## src/rtl/ibex_mem_arbiter.sv

```systemverilog
// Arbitrates Ibex instruction and data OBI requests onto one single-port RAM (1-cycle read latency).
// Define MEM_ARB_STARVE_GUARD_EN to let a starved data request override instruction priority.
module ibex_mem_arbiter #(
  parameter int unsigned MEM_SIZE     = 8192,
  parameter logic [31:0] MEM_START    = 32'h0000_0000,
  parameter int unsigned STARVE_LIMIT = 4
) (
  input  logic        clk_sys,
  input  logic        rst_sys_n,
  input  logic        instr_req_i,
  input  logic [31:0] instr_addr_i,
  output logic        instr_gnt_o,
  output logic        instr_rvalid_o,
  output logic [31:0] instr_rdata_o,
  output logic        instr_err_o,
  input  logic        data_req_i,
  input  logic        data_we_i,
  input  logic [3:0]  data_be_i,
  input  logic [31:0] data_addr_i,
  input  logic [31:0] data_wdata_i,
  output logic        data_gnt_o,
  output logic        data_rvalid_o,
  output logic [31:0] data_rdata_o,
  output logic        data_err_o,
  output logic        mem_req_o,
  output logic        mem_we_o,
  output logic [3:0]  mem_be_o,
  output logic [31:0] mem_addr_o,
  output logic [31:0] mem_wdata_o,
  input  logic [31:0] mem_rdata_i
);

  localparam logic [31:0] WIN_MASK = ~(MEM_SIZE - 32'd1);

  typedef enum logic [2:0] {
    OWN_NONE,
    OWN_INSTR_OK,
    OWN_INSTR_ERR,
    OWN_DATA_OK,
    OWN_DATA_ERR
  } owner_e;

  function automatic logic in_window(input logic [31:0] addr);
    return (addr & WIN_MASK) == MEM_START;
  endfunction

  logic        data_override;
  logic        sel_instr, sel_data;
  logic [31:0] win_addr;
  logic        win_ok;
  logic        mem_go;
  owner_e      owner_q, owner_d;

`ifdef MEM_ARB_STARVE_GUARD_EN
  localparam int unsigned CNT_W = $clog2(STARVE_LIMIT + 1);

  logic [CNT_W-1:0] starve_q, starve_d;

  assign data_override = (starve_q == CNT_W'(STARVE_LIMIT));

  // Counts cycles a waiting data request has lost; saturates at the limit.
  always_comb begin
    starve_d = starve_q;
    if (!data_req_i || data_gnt_o) begin
      starve_d = '0;
    end else if (!data_override) begin
      starve_d = starve_q + CNT_W'(1);
    end
  end

  always_ff @(posedge clk_sys or negedge rst_sys_n) begin
    if (!rst_sys_n) begin
      starve_q <= '0;
    end else begin
      starve_q <= starve_d;
    end
  end
`else
  assign data_override = 1'b0;
`endif

  // Grant stage: pick one winner; nothing is granted while reset is held.
  always_comb begin
    sel_instr = 1'b0;
    sel_data  = 1'b0;
    if (rst_sys_n) begin
      if (data_req_i && data_override) begin
        sel_data = 1'b1;
      end else if (instr_req_i) begin
        sel_instr = 1'b1;
      end else if (data_req_i) begin
        sel_data = 1'b1;
      end
    end
  end

  assign win_addr = sel_data ? data_addr_i : instr_addr_i;
  assign win_ok   = in_window(win_addr);
  assign mem_go   = (sel_instr | sel_data) & win_ok;

  assign instr_gnt_o = sel_instr;
  assign data_gnt_o  = sel_data;

  assign mem_req_o   = mem_go;
  assign mem_we_o    = mem_go & sel_data & data_we_i;
  assign mem_be_o    = !mem_go ? 4'h0 : (sel_data ? data_be_i : 4'hF);
  assign mem_addr_o  = mem_go ? win_addr : 32'h0;
  assign mem_wdata_o = (mem_go && sel_data) ? data_wdata_i : 32'h0;

  always_comb begin
    owner_d = OWN_NONE;
    if (sel_instr) begin
      owner_d = win_ok ? OWN_INSTR_OK : OWN_INSTR_ERR;
    end else if (sel_data) begin
      owner_d = win_ok ? OWN_DATA_OK : OWN_DATA_ERR;
    end
  end

  // Response stage: the owner register steers the RAM read data one cycle after grant.
  always_ff @(posedge clk_sys or negedge rst_sys_n) begin
    if (!rst_sys_n) begin
      owner_q <= OWN_NONE;
    end else begin
      owner_q <= owner_d;
    end
  end

  assign instr_rvalid_o = (owner_q == OWN_INSTR_OK) || (owner_q == OWN_INSTR_ERR);
  assign instr_err_o    = (owner_q == OWN_INSTR_ERR);
  assign instr_rdata_o  = (owner_q == OWN_INSTR_OK) ? mem_rdata_i : 32'h0;

  assign data_rvalid_o  = (owner_q == OWN_DATA_OK) || (owner_q == OWN_DATA_ERR);
  assign data_err_o     = (owner_q == OWN_DATA_ERR);
  assign data_rdata_o   = (owner_q == OWN_DATA_OK) ? mem_rdata_i : 32'h0;

endmodule

```

## config.mk

```make
export PLATFORM = sky130hd
export DESIGN_NAME = ibex_mem_arbiter
export DESIGN_NICKNAME = d
export VERILOG_FILES = /design/src/rtl/ibex_mem_arbiter.sv
export SDC_FILE = /design/constraint.sdc
export NUM_CORES = 1
export LEC_CHECK = 0
export BUFFER_PORTS_ARGS = -buffer_cell sky130_fd_sc_hd__buf_2
export CELL_PAD_IN_SITES_DETAIL_PLACEMENT = 0
export CELL_PAD_IN_SITES_GLOBAL_PLACEMENT = 1
export CORE_AREA = 2 2 108 110
export CTS_CLUSTER_SIZE = 12
export DETAILED_ROUTE_END_ITERATION = 10
export DIE_AREA = 0 0 110 112
export PLACE_DENSITY_LB_ADDON = 0.1
export SKIP_CTS_REPAIR_TIMING = 1
export SKIP_LAST_GASP = 1
export SLEW_MARGIN = 20
export SYNTH_ARGS = -nofsm -noshare
export SYNTH_HDL_FRONTEND = slang
export SYNTH_SLANG_ARGS = --single-unit
```

## constraint.sdc

```tcl
create_clock -name clk_sys -period 1.59 [get_ports clk_sys]
set_input_delay 0 -clock clk_sys [delete_from_list [all_inputs] [get_ports clk_sys]]
set_output_delay 0 -clock clk_sys [all_outputs]
set_load 0.01 [all_outputs]
```

==> flow_summary_export.csv, run 1 <==
group,metric,value,unit
synth,synth_fa_ha_area_frac,0,
global_routing,grt_max_degree,35,
cells_and_area,fin_nets,606,
worst_setup_path,critPathSlowestCell,"dfrtp_1",
timing,hold_violations,0,
clocking,clk_pin_slew,0.03,ns
floorplanning,dieArea,12300,um^2
timing,setup_viol,0,
drt,drc,0,
drt,wl,7.62,mm
floorplanning,die_y,112,um
cells_and_area,reg_top3,"owner_q x3",
power_and_ir_drop,power.density,251,nW/um^2
clocking,clock_path_buffers,2,
drt,wl_per_cell,12.5,um
placed_design,dp_hpwl,6.51,mm
synth,synth.avg_cell_area,6.60,um^2
flow_run,cap_violations,0,
clocking,cts_root_buf,"clkbuf_16",
min_path,hold_path_class,"in2reg",
placed_design,port-buffer-count,257,
global_routing,grt_pass1_wl,10.6,mm
synth,synth_top_area_share,0.428,
synth,ys_types,24,
synth,synthSimpleGateAreaFrac,0.664,
cells_and_area,fillers,1287,
worst_setup_path,path_cells,"and3b_2, buf_4, and2_1, buf_2",
timing,slew_violations,0,
floorplanning,coreArea,11200,um^2
synth,synth_common_cells,"and2_1, nand3_1, buf_4, a21oi_1",
timing,fin_crit_sh,0.910,
synth,synthXorXnorAreaFrac,0,
timing,min_period,1.45,ns
worst_setup_path,worstPathRequired,1.59,ns
synth,syn_area,1430,um^2
synth,postSynthCellCount,217,
floorplanning,rows,39,
clocking,cts_buffers,3,
worst_setup_path,slowest_delay,0.39,ns
timing,fmax,691,MHz
synth,yosys.area.top_type,"and2_1",
cells_and_area,regMostFlops,"owner_q",
synth,synthTopCellsByArea,"and2_1, buf_4, nand3_1",
clocking,cts_tree,"done",
floorplanning,ioPinCount,277,
global_routing,grt_usage,0.110,
global_routing,overflow,0,
clocking,numClockSinks,3,
drt,drt_pass1_iterations,4,
synth,synth_compound_area_frac,0.0821,
cells_and_area,drive_gt1_frac,0.592,
synth,ys_seq_elements,3,
power_and_ir_drop,finalPower,0.000721,W
worst_setup_path,cp-end-kind,"output pin",
power_and_ir_drop,peakVddDrop,0.000220,V
global_routing,antenna_found_initial,0,
floorplanning,die_w,110,um
synth,synthMuxAreaShare,0.00786,
worst_setup_path,crit_path_start_kind,"flop",
drt,antenna_left,0,
synth,ys_seq_area_frac,0.0524,
cells_and_area,antennaDiodeCount,0,
drt,vias_per_cell,3.83,
placed_design,gp_congestion,0.877,
synth,yosys_warnings,0,
worst_setup_path,crit_family,"simple AND/OR/NAND/NOR gates",
cells_and_area,largest_reg_flops,3,
synth,synth-async-reset-ratio,1.00,
worst_setup_path,path_buf_inv,2,
drt,vias,2341,
worst_setup_path,cp_max_fo,13,
synth,ys.flop_type,"dfrtp_1",
timing,setup_tns,0,ns
global_routing,grt_pass1_vias,2131,
worst_setup_path,crit_arrival,1.45,ns
synth,synth_top_family_by_area,"simple AND/OR/NAND/NOR gates",
timing,grt_setup_unrepaired,"false",
outcome,status,"complete, no violations",
power_and_ir_drop,leakagePower,1.79,nW
worst_setup_path,critPathKind,"reg2out",
synth,synth.most_common_cell,"and2_1",
synth,synth_edf_count,0,
clocking,h-tree-depth,1,
floorplanning,floorplan.initialDensity,0.128,
cells_and_area,area_delta_synth_final,100,%
drt,drtIter0Drc,46,
## routing by layer
layer | track usage | share of wire | up-vias | routed length, um
li1 | - | - | 1182 | -
met1 | 0.113 | 0.35 | 1006 | 2680
met2 | 0.218 | 0.53 | 145 | 4050
met3 | 0.0199 | 0.11 | 8 | 801
met4 | 0.0287 | 0.012 | 0 | 94
met5 | 0 | 0 | - | 0
## power by group
part	total, W	switching (W)	leakage (nW)	internal [W]
combinational	0.000245	0.000105	1.71	0.000139
clock	0.000394	0.0000639	0.0382	0.000330
sequential	0.0000816	0.00000238	0.0403	0.0000792
## cells in the final DEF, fill, tap and decap left out, drive strengths merged
cell type / count
inv: 1
a21o: 1
and4: 2
nor2b: 1
conb: 19
a21oi: 20
mux2: 1
and3: 1
a22o: 1
nor4: 8
clkbuf: 4
nand3: 30
or2: 2
and3b: 1
and2: 98
nor3b: 3
nand2: 4
dlygate4sd3: 1
buf: 264
dfrtp: 3
nand3b: 1
nor3: 2
## kinds of logic (layout without fill, tap and decap cells)
| group | count (synthesis) | count (layout) |
|---|---|---|
| muxes | 1 | 1 |
| other | 1 | 19 |
| buffers and inverters | 37 | 270 |
| DFF | 3 | 3 |
| and+or+nand+nor | 153 | 153 |
| AOI/OAI and AO/OA | 22 | 22 |
## final cells by class
| cell class | instances | area [um^2] | area share |
|---|---|---|---|
| tap | 143 | 179 | 0.0624 |
| multi-input combinational | 195 | 1160 | 0.404 |
| inverter | 1 | 3.75 | 0.00131 |
| timing repair buffer | 265 | 1370 | 0.479 |
| clock buffer | 4 | 78.8 | 0.0275 |
| sequential | 3 | 75.1 | 0.0262 |
## metrics by stage
step | util | std cells | hold WS (ns) | instance area [um^2] | worst slack, ns
floorplan | - | 235 | -0.296 | 1500 | 0.420
global placement | 0.249 | 606 | -0.154 | 2780 | 0.227
detailed placement | 0.249 | 606 | -0.152 | 2780 | 0.201
CTS | 0.256 | 610 | -0.383 | 2860 | 0.00213
global route | 0.257 | 611 | 0.170 | 2870 | 0.0376
finish | 0.257 | 611 | 0.111 | 2870 | 0.144
## final timing paths
path | slack [ns] | endpoint | start | cells after the start
worst max-delay path | 0.14 | data_rdata_o[5] | owner_q[2] | 4
worst min-delay path | 0.11 | owner_q[2] | data_addr_i[29] | 3
max in group asynchronous | 1.21 | owner_q[0] | rst_sys_n | 2
min in group asynchronous | 0.23 | owner_q[1] | rst_sys_n | 2
No activity file was read; power rests on OpenSTA's default activity.
==> inputs of run 2 (changes only) <==
Settings changed: BUFFER_PORTS_ARGS -buffer_cell sky130_fd_sc_hd__buf_2 to unset, DONT_BUFFER_PORTS set to 1.
==> flow_summary_export.csv, run 2 (same netlist as run 1, synthesis figures left out) <==
group,metric,value,unit
outcome,status,"complete, but fails checks",
outcome,violations,"hold timing",
drt,wl_per_cell,15.9,um
worst_setup_path,crit_arrival,1.37,ns
global_routing,grt_max_degree,35,
drt,drtIter0Drc,36,
global_routing,met3_usage,0.0146,
placed_design,port-buffer-count,0,
placed_design,place_area,1470,um^2
clocking,cts_tree,"done",
floorplanning,floorplan.initialDensity,0.128,
worst_setup_path,crit_path_start_kind,"flop",
power_and_ir_drop,leakagePower,0.583,nW
cells_and_area,final_area,1560,um^2
cells_and_area,fillers,1297,
global_routing,overflow,0,
global_routing,grt_pass1_vias,1289,
floorplanning,ioPinCount,277,
drt,wl,5.64,mm
drt,antenna_left,0,
cells_and_area,regMostFlops,"owner_q",
timing,slew_violations,0,
timing,setup_tns,0,ns
worst_setup_path,critPathKind,"reg2out",
clocking,numClockSinks,3,
cells_and_area,drive_gt1_frac,0.0943,
cells_and_area,regArea,75.1,um^2
cells_and_area,antennaDiodeCount,0,
timing,whs,-0.0220,ns
min_path,hold_path_class,"in2reg",
cells_and_area,multi_input_area,1160,um^2
placed_design,dp_hpwl,4.83,mm
cells_and_area,area_delta_synth_final,9.08,%
power_and_ir_drop,peakVddDrop,0.000156,V
cells_and_area,reg_top3,"owner_q x3",
global_routing,grt_usage,0.0800,
floorplanning,die_y,112,um
drt,drt_pass1_iterations,3,
floorplanning,coreArea,11200,um^2
worst_setup_path,cp_max_fo,33,
global_routing,met2_usage,0.133,
floorplanning,dieArea,12300,um^2
cells_and_area,finalNonFillerCells,355,
clocking,clock_path_buffers,2,
min_path,hold_depth,2,
timing,min_period,1.37,ns
timing,grt_setup_unrepaired,"false",
drt,drc,0,
power_and_ir_drop,power.density,354,nW/um^2
global_routing,gr-max-usage-layer,"met2",
cells_and_area,final_common_cell,"and2_1",
timing,setup_viol,0,
clocking,cts_root_buf,"clkbuf_16",
worst_setup_path,cp-end-kind,"output pin",
global_routing,grt_pass1_wl,7.35,mm
placed_design,dp_cells,350,
min_path,min_to,"owner_q[2]",
floorplanning,rows,39,
global_routing,antenna_found_initial,1,
timing,fin_crit_sh,0.864,
clocking,clk_pin_slew,0.03,ns
drt,vias,1503,
cells_and_area,largest_reg_flops,3,
clocking,h-tree-depth,1,
clocking,cts_buffers,3,
cells_and_area,final_cell_mix,"and2_1, nand3_1, a21oi_1",
flow_run,cap_violations,0,
drt,vias_per_cell,4.23,
timing,fmax,728,MHz
floorplanning,die_w,110,um
worst_setup_path,worstPathRequired,1.59,ns
placed_design,gp_congestion,0.901,
timing,hold_violations,1,
min_path,hp-start,"data_addr_i[29]",
global_routing,met1_usage,0.0992,
cells_and_area,fin_nets,350,
==> run 2: per-layer routing <==
layer / share of wire / wire, um / vias to the layer above
li1: - / - / 667
met1: 0.40 / 2260 / 687
met2: 0.49 / 2770 / 140
met3: 0.091 / 511 / 7
met4: 0.015 / 84 / 2
met5: 0.0023 / 13 / -
==> run 2: how the worst max path moves through the flow <==
stage	slack (ns)	start	to
3_3_place_gp	0.38	data_addr_i[13]	mem_be_o[1]
2_1_floorplan	0.42	owner_q[1]	instr_rdata_o[10]
5_1_grt	0.12	owner_q[2]	data_rdata_o[21]
3_5_place_dp	0.36	data_addr_i[20]	owner_q[0]
4_1_cts	0.21	owner_q[1]	data_rvalid_o
6_report	0.22	owner_q[1]	data_rvalid_o
==> run 2: area by class of cell <==
class | count | share of cell area
Multi-Input combinational cell | 195 | 0.740
Sequential cell | 3 | 0.0480
Timing Repair Buffer | 9 | 0.0448
Tap cell | 143 | 0.114
Inverter | 1 | 0.00240
Clock buffer | 4 | 0.0504
==> run 2: power by group <==
part | total, W | switching [W] | leakage (nW) | internal (W)
combinational | 0.0000725 | 0.0000496 | 0.505 | 0.0000229
sequential | 0.0000819 | 0.00000265 | 0.0403 | 0.0000792
clock | 0.000398 | 0.0000674 | 0.0382 | 0.000331
==> run 2: stage by stage <==
step | util | total power (W) | setup slack [ns] | hold WS (ns)
after global routing | 0.140 | 0.000576 | 0.116 | 0.0114
after CTS | 0.139 | 0.000556 | 0.211 | -0.530
final | 0.140 | 0.000552 | 0.216 | -0.0220
after floorplan | - | 0.000173 | 0.420 | -0.296
after detailed placement | 0.132 | 0.000151 | 0.357 | -0.295
after global placement | 0.132 | 0.000152 | 0.377 | -0.295
==> run 2: worst max-delay path: stages (launching register included) <==
cell and delay [ns]:
dfrtp_1 0.40, and3b_1 0.19, buf_4 0.21, or2_2 0.35
==> inputs of run 3 (changes only) <==
Settings changed: RECOVER_POWER set to 25.
==> flow_summary_export.csv, run 3 (same netlist as run 1, synthesis figures left out) <==
group,metric,value,unit
worst_setup_path,cp_max_fo,33,
floorplanning,floorplan.initialDensity,0.128,
cells_and_area,finalNonFillerCells,355,
placed_design,dp_hpwl,4.83,mm
clocking,h-tree-depth,1,
floorplanning,rows,39,
global_routing,overflow,0,
drt,vias,1509,
min_path,hold_path_class,"in2reg",
worst_setup_path,cp-startpoint,"owner_q[1]",
timing,setup_viol,0,
floorplanning,die_y,112,um
clocking,numClockSinks,3,
cells_and_area,largest_reg_flops,3,
global_routing,grt_usage,0.0800,
timing,fmax,727,MHz
power_and_ir_drop,leakagePower,0.560,nW
power_and_ir_drop,finalPower,0.000551,W
cells_and_area,drive_gt1_frac,0.0896,
global_routing,antenna_found_initial,1,
worst_setup_path,cp-end-kind,"output pin",
placed_design,dp_cells,350,
floorplanning,dieArea,12300,um^2
cells_and_area,final_core_util,0.139,
floorplanning,coreArea,11200,um^2
worst_setup_path,worstSetupEndpoint,"data_rvalid_o",
cells_and_area,final_cell_mix,"and2_1, nand3_1, and2_0, a21oi_1, conb_1",
global_routing,grt_pass1_wl,7.35,mm
clocking,cts_tree,"done",
worst_setup_path,crit_arrival,1.38,ns
timing,grt_setup_unrepaired,"false",
outcome,violations,"hold timing",
worst_setup_path,critPathKind,"reg2out",
cells_and_area,fin_nets,350,
global_routing,grt_max_degree,35,
worst_setup_path,crit_path_start_kind,"flop",
floorplanning,die_w,110,um
timing,whs,-0.0250,ns
worst_setup_path,worstPathRequired,1.59,ns
power_and_ir_drop,power.density,355,nW/um^2
outcome,status,"complete, but fails checks",
timing,fin_crit_sh,0.865,
timing,hold_violations,1,
drt,drt_pass1_iterations,4,
cells_and_area,antennaDiodeCount,0,
cells_and_area,area_delta_synth_final,8.38,%
drt,drc,0,
timing,setup_tns,0,ns
floorplanning,ioPinCount,277,
drt,wl,5.62,mm
clocking,cts_buffers,3,
drt,drtIter0Drc,29,
drt,wl_per_cell,15.8,um
global_routing,grt_pass1_vias,1289,
cells_and_area,final_common_cell,"and2_1",
timing,min_period,1.38,ns
cells_and_area,reg_top3,"owner_q x3",
drt,vias_per_cell,4.25,
placed_design,gp_congestion,0.901,
cells_and_area,regMostFlops,"owner_q",
power_and_ir_drop,peakVddDrop,0.000156,V
clocking,clk_pin_slew,0.03,ns
drt,antenna_left,0,
clocking,cts_root_buf,"clkbuf_16",
clocking,clock_path_buffers,2,
placed_design,port-buffer-count,0,
flow_run,cap_violations,0,
timing,slew_violations,0,
run 3: cell count changes in the layout (fill, tap and decap cells not counted), sizes merged:
cell	before	now
clkbuf	4	6
buf	8	6
run 3: layout make-up:
type,count,area [um^2]
fill,1299,9620
multi-input combinational,195,1150
timing repair buffer,9,63.8
inverter,1,3.75
tap,143,179
sequential,3,75.1
clock buffer,4,78.8
run 3: worst min path at each step:
stage	startpoint	endpoint	depth (start not counted)
after floorplan	rst_sys_n	owner_q[0]	0
after global placement	rst_sys_n	owner_q[1]	0
after detailed placement	rst_sys_n	owner_q[1]	0
after CTS	rst_sys_n	owner_q[1]	0
after global routing	data_addr_i[29]	owner_q[2]	2
final	data_addr_i[29]	owner_q[2]	2
run 3: layer usage:
layer	global-route usage	vias to the layer above	wire length, um
li1	-	665	-
met1	0.0992	695	2250
met2	0.133	138	2760
met3	0.0146	9	511
met4	0.0354	2	90
met5	0	-	13
run 3: power by group:
part | switching [W] | leakage [nW] | internal (W)
sequential | 0.00000265 | 0.0403 | 0.0000792
clock | 0.0000675 | 0.0382 | 0.000331
combinational | 0.0000495 | 0.481 | 0.0000216
run 3: worst max-delay path, stage by stage (launching register included):
cell and delay (ns):
dfrtp_1 0.40, and3b_1 0.19, buf_4 0.21, or2_2 0.35
run 3: through the flow:
stage	cell area (um^2)	setup WS, ns	hold WS (ns)
finish	1550	0.215	-0.0250
global placement	1470	0.377	-0.295
floorplan	1500	0.420	-0.296
detailed placement	1470	0.357	-0.295
global route	1550	0.116	0.00983
CTS	1550	0.211	-0.530
